===== config.mk =====
export PLATFORM = sky130hd
export DESIGN_NAME = fetch_pc_unit
export DESIGN_NICKNAME = d
export VERILOG_FILES = /design/src/rtl/fetch_pc_unit.sv
export SDC_FILE = /design/constraint.sdc
export NUM_CORES = 1
export LEC_CHECK = 0
export BUFFER_PORTS_ARGS = -buffer_cell sky130_fd_sc_hd__buf_4
export CORE_MARGIN = 4
export CORE_UTILIZATION = 47
export CTS_CLUSTER_DIAMETER = 40
export DETAILED_ROUTE_END_ITERATION = 8
export PLACE_DENSITY = 0.88
export SYNTH_ARGS = -nofsm -noshare
export SYNTH_HDL_FRONTEND = slang
export SYNTH_SLANG_ARGS = --single-unit

===== constraint.sdc =====
create_clock -name clk -period 1.8 [get_ports clk]
set_input_delay 0.45 -clock clk [delete_from_list [all_inputs] [get_ports clk]]
set_output_delay 0.45 -clock clk [all_outputs]
set_load 0.02 [all_outputs]

===== src/rtl/fetch_pc_unit.sv =====
// Purpose : fetch-stage PC owner; issues one imem request at a time and buffers {instr, pc} for ID.
// Latency : request accepted -> instruction in buffer on the edge that captures the response (>= 2 cycles/instr).
// Backpressure: a request is issued only when the one-entry buffer will be free; buffer held while !id_ready.
//
// Ports:
//   clk, reset                      - single clock, synchronous active-high reset
//   redirect_valid, redirect_pc     - PC change from the resolving stage (bits [1:0] ignored)
//   imem_req_valid/ready/addr       - instruction-memory request handshake
//   imem_rsp_valid/data             - instruction-memory response (always accepted)
//   if_valid/id_ready/if_instr/if_pc - one-entry output buffer towards ID
//   fetch_count                     - instructions handed to ID, wraps
module fetch_pc_unit #(
    parameter logic [31:0] RESET_PC = 32'h0000_3000,
    parameter int          CNT_W    = 32
) (
    input  logic             clk,
    input  logic             reset,
    input  logic             redirect_valid,
    input  logic [31:0]      redirect_pc,
    output logic             imem_req_valid,
    input  logic             imem_req_ready,
    output logic [31:0]      imem_req_addr,
    input  logic             imem_rsp_valid,
    input  logic [31:0]      imem_rsp_data,
    output logic             if_valid,
    input  logic             id_ready,
    output logic [31:0]      if_instr,
    output logic [31:0]      if_pc,
    output logic [CNT_W-1:0] fetch_count
);

    typedef enum logic {
        S_REQ  = 1'b0,
        S_WAIT = 1'b1
    } state_t;

    state_t             r_state;
    state_t             w_state_nxt;
    logic [31:0]        r_pc;
    logic [31:0]        r_req_pc;
    logic               r_discard;
    logic               r_if_valid;
    logic [31:0]        r_if_instr;
    logic [31:0]        r_if_pc;
    logic [CNT_W-1:0]   r_fetch_count;

    logic               w_req_vld;
    logic               w_req_fire;
    logic               w_rsp_in_wait;
    logic               w_rsp_load;
    logic               w_consume;
    logic [31:0]        w_redirect_pc;
    logic               w_unused_low_bits;

    assign w_redirect_pc     = {redirect_pc[31:2], 2'b00};
    assign w_unused_low_bits = ^redirect_pc[1:0];

    // Next-state and request-valid logic.
    always_comb begin
        w_state_nxt = r_state;
        w_req_vld   = 1'b0;
        case (r_state)
            S_REQ: begin
                // Only ask when the buffer is guaranteed free by the time the
                // response can land, so a response never finds it full.
                w_req_vld = !r_if_valid || id_ready;
                if (w_req_vld && imem_req_ready) begin
                    w_state_nxt = S_WAIT;
                end
            end
            S_WAIT: begin
                if (imem_rsp_valid) begin
                    w_state_nxt = S_REQ;
                end
            end
            default: w_state_nxt = S_REQ;
        endcase
    end

    // Reset gates the request so nothing is issued in the reset cycle.
    assign imem_req_valid = w_req_vld && !reset;
    assign w_req_fire     = imem_req_valid && imem_req_ready;
    assign w_rsp_in_wait  = (r_state == S_WAIT) && imem_rsp_valid;
    assign w_rsp_load     = w_rsp_in_wait && !r_discard && !redirect_valid;
    assign w_consume      = r_if_valid && id_ready;

    always_ff @(posedge clk) begin
        if (reset) begin
            r_state       <= S_REQ;
            r_pc          <= RESET_PC;
            r_req_pc      <= RESET_PC;
            r_discard     <= 1'b0;
            r_if_valid    <= 1'b0;
            r_if_instr    <= 32'd0;
            r_if_pc       <= 32'd0;
            r_fetch_count <= '0;
        end else begin
            r_state <= w_state_nxt;

            // A consume counts even when a redirect flushes in the same cycle.
            if (w_consume) begin
                r_fetch_count <= r_fetch_count + CNT_W'(1);
            end

            if (w_req_fire) begin
                r_req_pc <= r_pc;
            end

            // Redirect wins over the sequential +4 advance.
            if (redirect_valid) begin
                r_pc <= w_redirect_pc;
            end else if (w_req_fire) begin
                r_pc <= r_pc + 32'd4;
            end

            // A response always retires the outstanding request (and any
            // pending discard). Otherwise a redirect with a request in flight,
            // or one being accepted now, marks that request stale.
            if (w_rsp_in_wait) begin
                r_discard <= 1'b0;
            end else if (redirect_valid && ((r_state == S_WAIT) || w_req_fire)) begin
                r_discard <= 1'b1;
            end

            if (redirect_valid) begin
                r_if_valid <= 1'b0;
            end else if (w_rsp_load) begin
                r_if_valid <= 1'b1;
                r_if_instr <= imem_rsp_data;
                r_if_pc    <= r_req_pc;
            end else if (w_consume) begin
                r_if_valid <= 1'b0;
            end
        end
    end

    assign imem_req_addr = r_pc;
    assign if_valid      = r_if_valid;
    assign if_instr      = r_if_instr;
    assign if_pc         = r_if_pc;
    assign fetch_count   = r_fetch_count;

endmodule


==> results of run 1 <==
-- sequential cells by signal, indices dropped and copies added (netlist names) --
name           count
r_state            1
imem_req_addr     30
if_pc             30
r_discard          1
if_valid           1
if_instr          32
r_req_pc          30
fetch_count       32
-- layout make-up --
cell class                      instances  share of cell area, %
Timing Repair Buffer                  288                   22.4
Multi-Input combinational cell        640                   36.4
Tap cell                              180                   2.28
Clock buffer                           24                   5.29
Clock inverter                          8                  0.784
Sequential cell                       157                   32.3
Inverter                               13                  0.493
-- cell usage after synthesis --
cell / instances
xnor2_1: 9
nor2_1: 38
or4_4: 1
o31ai_1: 24
nand4_1: 21
a31oi_1: 1
ha_1: 2
or4_1: 25
nor4_1: 17
a311oi_1: 16
and4_1: 7
inv_1: 13
dfxtp_1: 157
buf_2: 5
conb_1: 1
and2_1: 1
a21oi_1: 88
o311ai_0: 2
buf_6: 1
o21a_1: 1
mux2_2: 4
or2_0: 1
buf_1: 6
nor2b_1: 10
nand3_2: 1
nand2b_1: 4
o311a_1: 2
xor2_1: 2
a211oi_1: 7
nand3_1: 30
a2111oi_0: 3
and3_1: 6
nand2_1: 223
buf_4: 4
nor3_1: 18
o21ai_0: 19
nor4bb_1: 2
a211o_1: 2
nand3b_1: 28
or3_1: 15
nor3b_1: 5
a221oi_1: 1
clkbuf_1: 54
-- power by group through the flow --
| stage | sequential [mW] | combinational (mW) | clock, mW |
|---|---|---|---|
| after floorplan | 3.83 | 0.326 | 0 |
| after global placement | 3.76 | 0.827 | 0 |
| after detailed placement | 3.76 | 0.839 | 0 |
| after CTS | 3.69 | 0.851 | 3.64 |
| after global routing | 3.70 | 0.940 | 3.79 |
| final | 3.69 | 0.874 | 3.59 |
-- what timing repair did --
action | in CTS | in global routing
hold buffers | 0 | 0
pin swaps | 0 | 4
setup buffers | 1 | 3
setup endpoints to repair | 10 | 39
endpoints found under the hold margin | 0 | 0
gates resized for setup | 10 | 24
-- worst max-delay path, delay by kind of cell (launching register included) --
kind,cells,cell delay [ns]
fa+ha+maj,1,0.14
compound gates,1,0.15
simple gates,3,1.16
flops,1,0.37
-- cells in the final DEF, fill, tap and decap left out, types with 18 or more instances in the layout --
cell type,count
o21ai_0,19
dfxtp_1,127
a21oi_1,83
nand4_1,21
buf_4,282
nand3_1,28
dfxtp_2,23
clkbuf_16,18
or4_1,20
nand2_1,221
nor2_1,37
o31ai_1,23
nand3b_1,28
-- per-layer routing --
metal | routed length (um) | GRT usage, % | share of wire, %
met5 | 0 | 0 | 0
met4 | 537 | 9.33 | 2.5
met3 | 1820 | 6.35 | 8.3
met2 | 10800 | 43.3 | 49
met1 | 8700 | 30.8 | 40
-- cell families after synthesis --
logic type | count (synthesis)
simple gates | 453
compound gates | 166
flops | 157
buf+inv | 83
xor+xnor | 11
mux | 4
fa+ha+maj | 2
other cells | 1
-- worst paths after layout --
| check | slack, ns | end | start | depth (start not counted) |
|---|---|---|---|---|
| max reg2reg | -0.09 | fetch_count[24]$_SDFFE_PP0P_ | fetch_count[0]$_SDFFE_PP0P_ | 5 |
| min reg2reg | 0.45 | if_pc[12]$_SDFFE_PP0P_ | if_pc[12]$_SDFFE_PP0P_ | 2 |
| max | -0.09 | fetch_count[24]$_SDFFE_PP0P_ | fetch_count[0]$_SDFFE_PP0P_ | 5 |
| min | 0.25 | r_discard$_SDFFE_PP0P_ | imem_rsp_valid | 2 |
-- metrics by stage --
stage | setup WS (ns) | util [%] | setup TNS [ns] | hold slack [ns] | instance area, um2
2_1_floorplan | -0.0721 | - | -0.217 | 0.429 | 7020
3_3_place_gp | -0.202 | 64.8 | -3.40 | 0.442 | 9130
3_5_place_dp | -0.216 | 64.8 | -5.31 | 0.444 | 9130
4_1_cts | -0.0744 | 69.3 | -0.366 | 0.229 | 9770
5_1_grt | -0.157 | 70.2 | -1.34 | 0.237 | 9890
6_report | -0.0894 | 70.2 | -0.388 | 0.251 | 9890
==> reports/metrics.csv, run 1 <==
stage,metric,value,unit
yosys,mux contribution to synthesized area,0.653,%
power,switching share of power,24.6,%
route,DR WL/cell,16.7,um
sta,post-layout min period,1.89,ns
global_routing,largest net degree at the start of global routing,95,
power,P_sw,2.01,mW
sta,Fin. Hold Viols,0,
sta,RSZ-0062 raised after global routing,true,
yosys,Adder-Cell Fraction of Synth Area,0.363,%
global_routing,global route overflow,0,
yosys,#FFs+latches synth,157,
final_layout,layout cell share with drive strength beyond 1,34.3,%
final_layout,FF/Latch Area,3200,um2
clocking,# H-tree levels,4,
sta,max-slew violations,0,
critical_path,Worst EP required,2.16,ns
die,die area,16700,um2
placement,routability cong.,0.929,
power,Worst IR Drop VDD,725,uV
global_routing,first-pass GRT wire length,34.3,mm
yosys,mapped cell area,6890,um2
power,sequential share of power,45.3,%
critical_path,CP max stage delay,0.61,ns
critical_path,slowest cell on the critical path,or4_4,
yosys,Synth warnings,0,
route,drc violations,0,
sta,setup violators final,10,
die,DIE HEIGHT,129,um
die,core area,14100,um2
final_layout,antenna cell count,0,
yosys,Synth Area in XOR/XNOR,1.40,%
yosys,mean post-synth cell area,7.86,um2
placement,HPWL after detailed placement,15.0,mm
critical_path,crit path kind,reg2reg,
clocking,CTS tree,yes,
route,vias,7531,
yosys,Syn Inst Count,877,
clocking,Worst-path clk slew,0.06,ns
critical_path,crit start category,flop,
power,Clk pwr share,44.0,%
placement,cell count after placement,1274,
yosys,post-synthesis cell type count,43,
route,Avg Vias per Cell,5.75,
yosys,area share of and/or/nand/nor cells after synthesis,32.3,%
critical_path,Worst Path Arrival,2.25,ns
placement,PortBufs,193,
status,failing checks,setup timing,
final_layout,Layout Cells excl Fill,1310,
yosys,top cell type's share of synthesized area,45.6,%
power,PwrDens,824,nW/um2
global_routing,vias in the first global route,7003,
route,DRT antenna net count,0,
critical_path,crit path max fanout,18,
clocking,CTS max path bufs,2,
global_routing,initial antenna violation count,0,
yosys,register area share after synthesis,45.6,%
sta,final worst slack,-0.0894,ns
yosys,largest family of logic cells by synthesized area,simple AND/OR/NAND/NOR gates,
global_routing,gr usage total,25.3,%
sta,Clock Skew,0.0122,ns
final_layout,area of the multi-input gates,3600,um2
clocking,Sink Count,157,
die,boundary pin count,200,
die,Rows,43,
power,total chip power,8.15,mW
final_layout,fillers,1068,
clocking,CTS Root Cell,clkbuf_16,
min_path,HP Class,in2reg,
final_layout,Layout Nets,1189,
yosys,Area contributors post-synth,"dfxtp_1 46%, nand2_1 12%, a21oi_1 6.4%",
die,Starting Density,48.9,%
route,final WL,21.9,mm
yosys,post-synthesis compound-gate area fraction,14.7,%
power,LEAKAGE,3.95,nW
clocking,"Clk Latency, worst-skew pair",0.43,ns
sta,crit share post-route,105,%
die,Die Wd,129,um
power,Pint,6.15,mW
final_layout,"Area growth, synth to finish",43.5,%
power,Comb power frac,10.7,%
flow_run,Max-Cap Viols,0,
clocking,CTS buffer count,17,
sta,Max Freq,0.529,GHz
status,outcome,"finished, violations left",
critical_path,CP Cell Sequence,ha_4 > nand2_2 > or4_4 > or4_1 > a21oi_1,
route,drt first pass iters,5,
route,DRT iter0 DRCs,577,
critical_path,Critical Path Sink Type,flop,
yosys,leading area contributor after synthesis,dfxtp_1,
No activity file was read; power rests on OpenSTA's default activity.
==> run 2, diff against run 1 <==
CAP_MARGIN = 20   (was not set)
PLACE_DENSITY = 0.87   (was 0.88)
==> reports/metrics.csv, run 2 (same netlist as run 1, synthesis figures left out) <==
stage,metric,value,unit,change
status,outcome,"finished, violations left",,
status,failing checks,setup timing,,
global_routing,global route overflow,0,,unchanged
critical_path,worst r2r src,fetch_count[1]$_SDFFE_PP0P_,,
placement,HPWL after detailed placement,15.2,mm,+0.74%
power,total chip power,7.87,mW,-3.5%
min_path,hold path start,imem_rsp_valid,,
die,DIE HEIGHT,129,um,unchanged
global_routing,gr usage total,25.5,%,+0.25 points
clocking,Sink Count,157,,unchanged
route,drc violations,0,,unchanged
critical_path,slowest cell on the critical path,or4_4,,
die,boundary pin count,200,,unchanged
clocking,CTS buffer count,17,,unchanged
die,die area,16700,um2,unchanged
min_path,hold path endpoint,r_discard$_SDFFE_PP0P_,,
clocking,CTS Root Cell,clkbuf_16,,
placement,cell count after placement,1282,,+0.63%
route,DRT antenna net count,0,,unchanged
final_layout,most frequent cells in the layout,"290 x buf_4, 222 x nand2_1, 123 x dfxtp_1, 84 x a21oi_1, 37 x nor2_1",,
power,LEAKAGE,4.03,nW,+2.0%
global_routing,first-pass GRT wire length,34.7,mm,+1.3%
placement,Placed Area,9180,um2,+0.52%
sta,Max Freq,0.546,GHz,+3.1%
placement,routability cong.,0.911,,-2.0%
die,Die Wd,129,um,unchanged
min_path,WHS Path Cells,2,,unchanged
sta,final worst slack,-0.0329,ns,+0.0565 ns
final_layout,Layout Nets,1201,,+1.0%
critical_path,Critical Path Sink Type,flop,,
clocking,Worst-path clk slew,0.07,ns,about the same
final_layout,"commonest non-fill, non-tap cell in the layout",buf_4,,
sta,max-slew violations,0,,unchanged
critical_path,crit path max fanout,9,,-9
power,PwrDens,785,nW/um2,-4.8%
final_layout,post-route cell area,10000,um2,+1.3%
clocking,# H-tree levels,4,,unchanged
die,Rows,43,,unchanged
flow_run,Max-Cap Viols,0,,unchanged
critical_path,Worst Path Arrival,2.19,ns,-0.06 ns
critical_path,crit path kind,reg2reg,,
critical_path,r2r setup slk,-0.03,ns,+0.06 ns
route,vias,7646,,+1.5%
final_layout,layout cell share with drive strength beyond 1,35.9,%,+1.6 points
power,Worst IR Drop VDD,568,uV,-22%
sta,RSZ-0062 raised after global routing,true,,
final_layout,Layout Cells excl Fill,1322,,+0.92%
route,DRT iter0 DRCs,695,,+20%
die,Starting Density,48.9,%,unchanged
route,drt first pass iters,5,,unchanged
global_routing,largest net degree at the start of global routing,54,,-43%
critical_path,Worst EP required,2.16,ns,about the same
global_routing,initial antenna violation count,0,,unchanged
critical_path,crit start category,flop,,
min_path,HP Class,in2reg,,
global_routing,vias in the first global route,7160,,+2.2%
clocking,hold_buf cts,0,,unchanged
sta,crit share post-route,102,%,-3.1 points
route,final WL,22.6,mm,+3.5%
final_layout,antenna cell count,0,,unchanged
final_layout,Finished Core Util,71.1,%,+0.93 points
critical_path,CP Cell Sequence,ha_4 > nand2_4 > or4_4 > or4_1 > a21oi_1,,
clocking,CTS tree,yes,,
placement,PortBufs,193,,unchanged
sta,post-layout min period,1.83,ns,-0.0565 ns
critical_path,worst reg2reg path depth,5,,unchanged
sta,Fin. Hold Viols,0,,unchanged
route,DR WL/cell,17.1,um,+2.5%
route,Avg Vias per Cell,5.78,,+0.61%
final_layout,"Area growth, synth to finish",45.5,%,
critical_path,worst reg2reg endpoint,fetch_count[18]$_SDFFE_PP0P_,,
clocking,"Clk Latency, worst-skew pair",0.42,ns,about the same
die,core area,14100,um2,unchanged
critical_path,CP max stage delay,0.61,ns,about the same
clocking,CTS max path bufs,2,,unchanged
sta,setup violators final,5,,-5
sta,Clock Skew,0.00922,ns,-0.00296 ns
placement,pre-CTS setup slack,-0.232,ns,-0.0162 ns
## run 2: layout make-up
cell class / instances / area (um2)
Clock buffer: 17 / 425
Inverter: 13 / 48.8
Fill cell: 1073 / 4070
Multi-Input combinational cell: 644 / 3730
Clock inverter: 15 / 116
Tap cell: 180 / 225
Timing Repair Buffer: 296 / 2270
Sequential cell: 157 / 3210
## run 2: through the flow
stage	TNS, ns	hold slack (ns)
finish	-0.104	0.260
global route	-0.581	0.237
CTS	-0.286	0.243
detailed placement	-4.30	0.446
global placement	-2.54	0.442
floorplan	-0.217	0.429
## run 2: routing by layer
layer / track usage (%) / share of wire [%]
met5: 0 / 0
met4: 10.7 / 3.0
met3: 6.02 / 9.1
met2: 42.8 / 49
met1: 31.6 / 39
## run 2: critical path, delay by kind of cell, from the launching register on
kind                     cells  cell delay (ns)
adder cells (fa/ha/maj)      1             0.15
AND/OR/NAND/NOR              3             1.10
flip-flops                   1             0.38
AO/OA/AOI/OAI                1             0.13
## run 2: worst max-delay path by stage
stage	startpoint	to	slack, ns	depth (start not counted)
2_1_floorplan	fetch_count[0]$_SDFFE_PP0P_	fetch_count[24]$_SDFFE_PP0P_	-0.07	6
3_3_place_gp	id_ready	fetch_count[28]$_SDFFE_PP0P_	-0.19	5
3_5_place_dp	id_ready	fetch_count[28]$_SDFFE_PP0P_	-0.23	5
4_1_cts	fetch_count[7]$_SDFFE_PP0P_	fetch_count[27]$_SDFFE_PP0P_	-0.07	4
5_1_grt	fetch_count[1]$_SDFFE_PP0P_	fetch_count[24]$_SDFFE_PP0P_	-0.08	5
6_report	fetch_count[1]$_SDFFE_PP0P_	fetch_count[18]$_SDFFE_PP0P_	-0.03	5
## run 2: repair_timing
item                                    4_1_cts  5_1_grt
gates cloned                                  0        4
pin swaps                                     2       14
setup buffers                                 1        3
endpoints found under the setup margin       18       36
endpoints found under the hold margin         0        0
gates resized for setup                      12       46
## run 2: power breakdown
part / switching [mW] / internal (mW) / total [mW]
clock: 1.52 / 1.78 / 3.30
combinational: 0.496 / 0.397 / 0.893
sequential: 0.100 / 3.58 / 3.68
total: 2.11 / 5.76 / 7.87
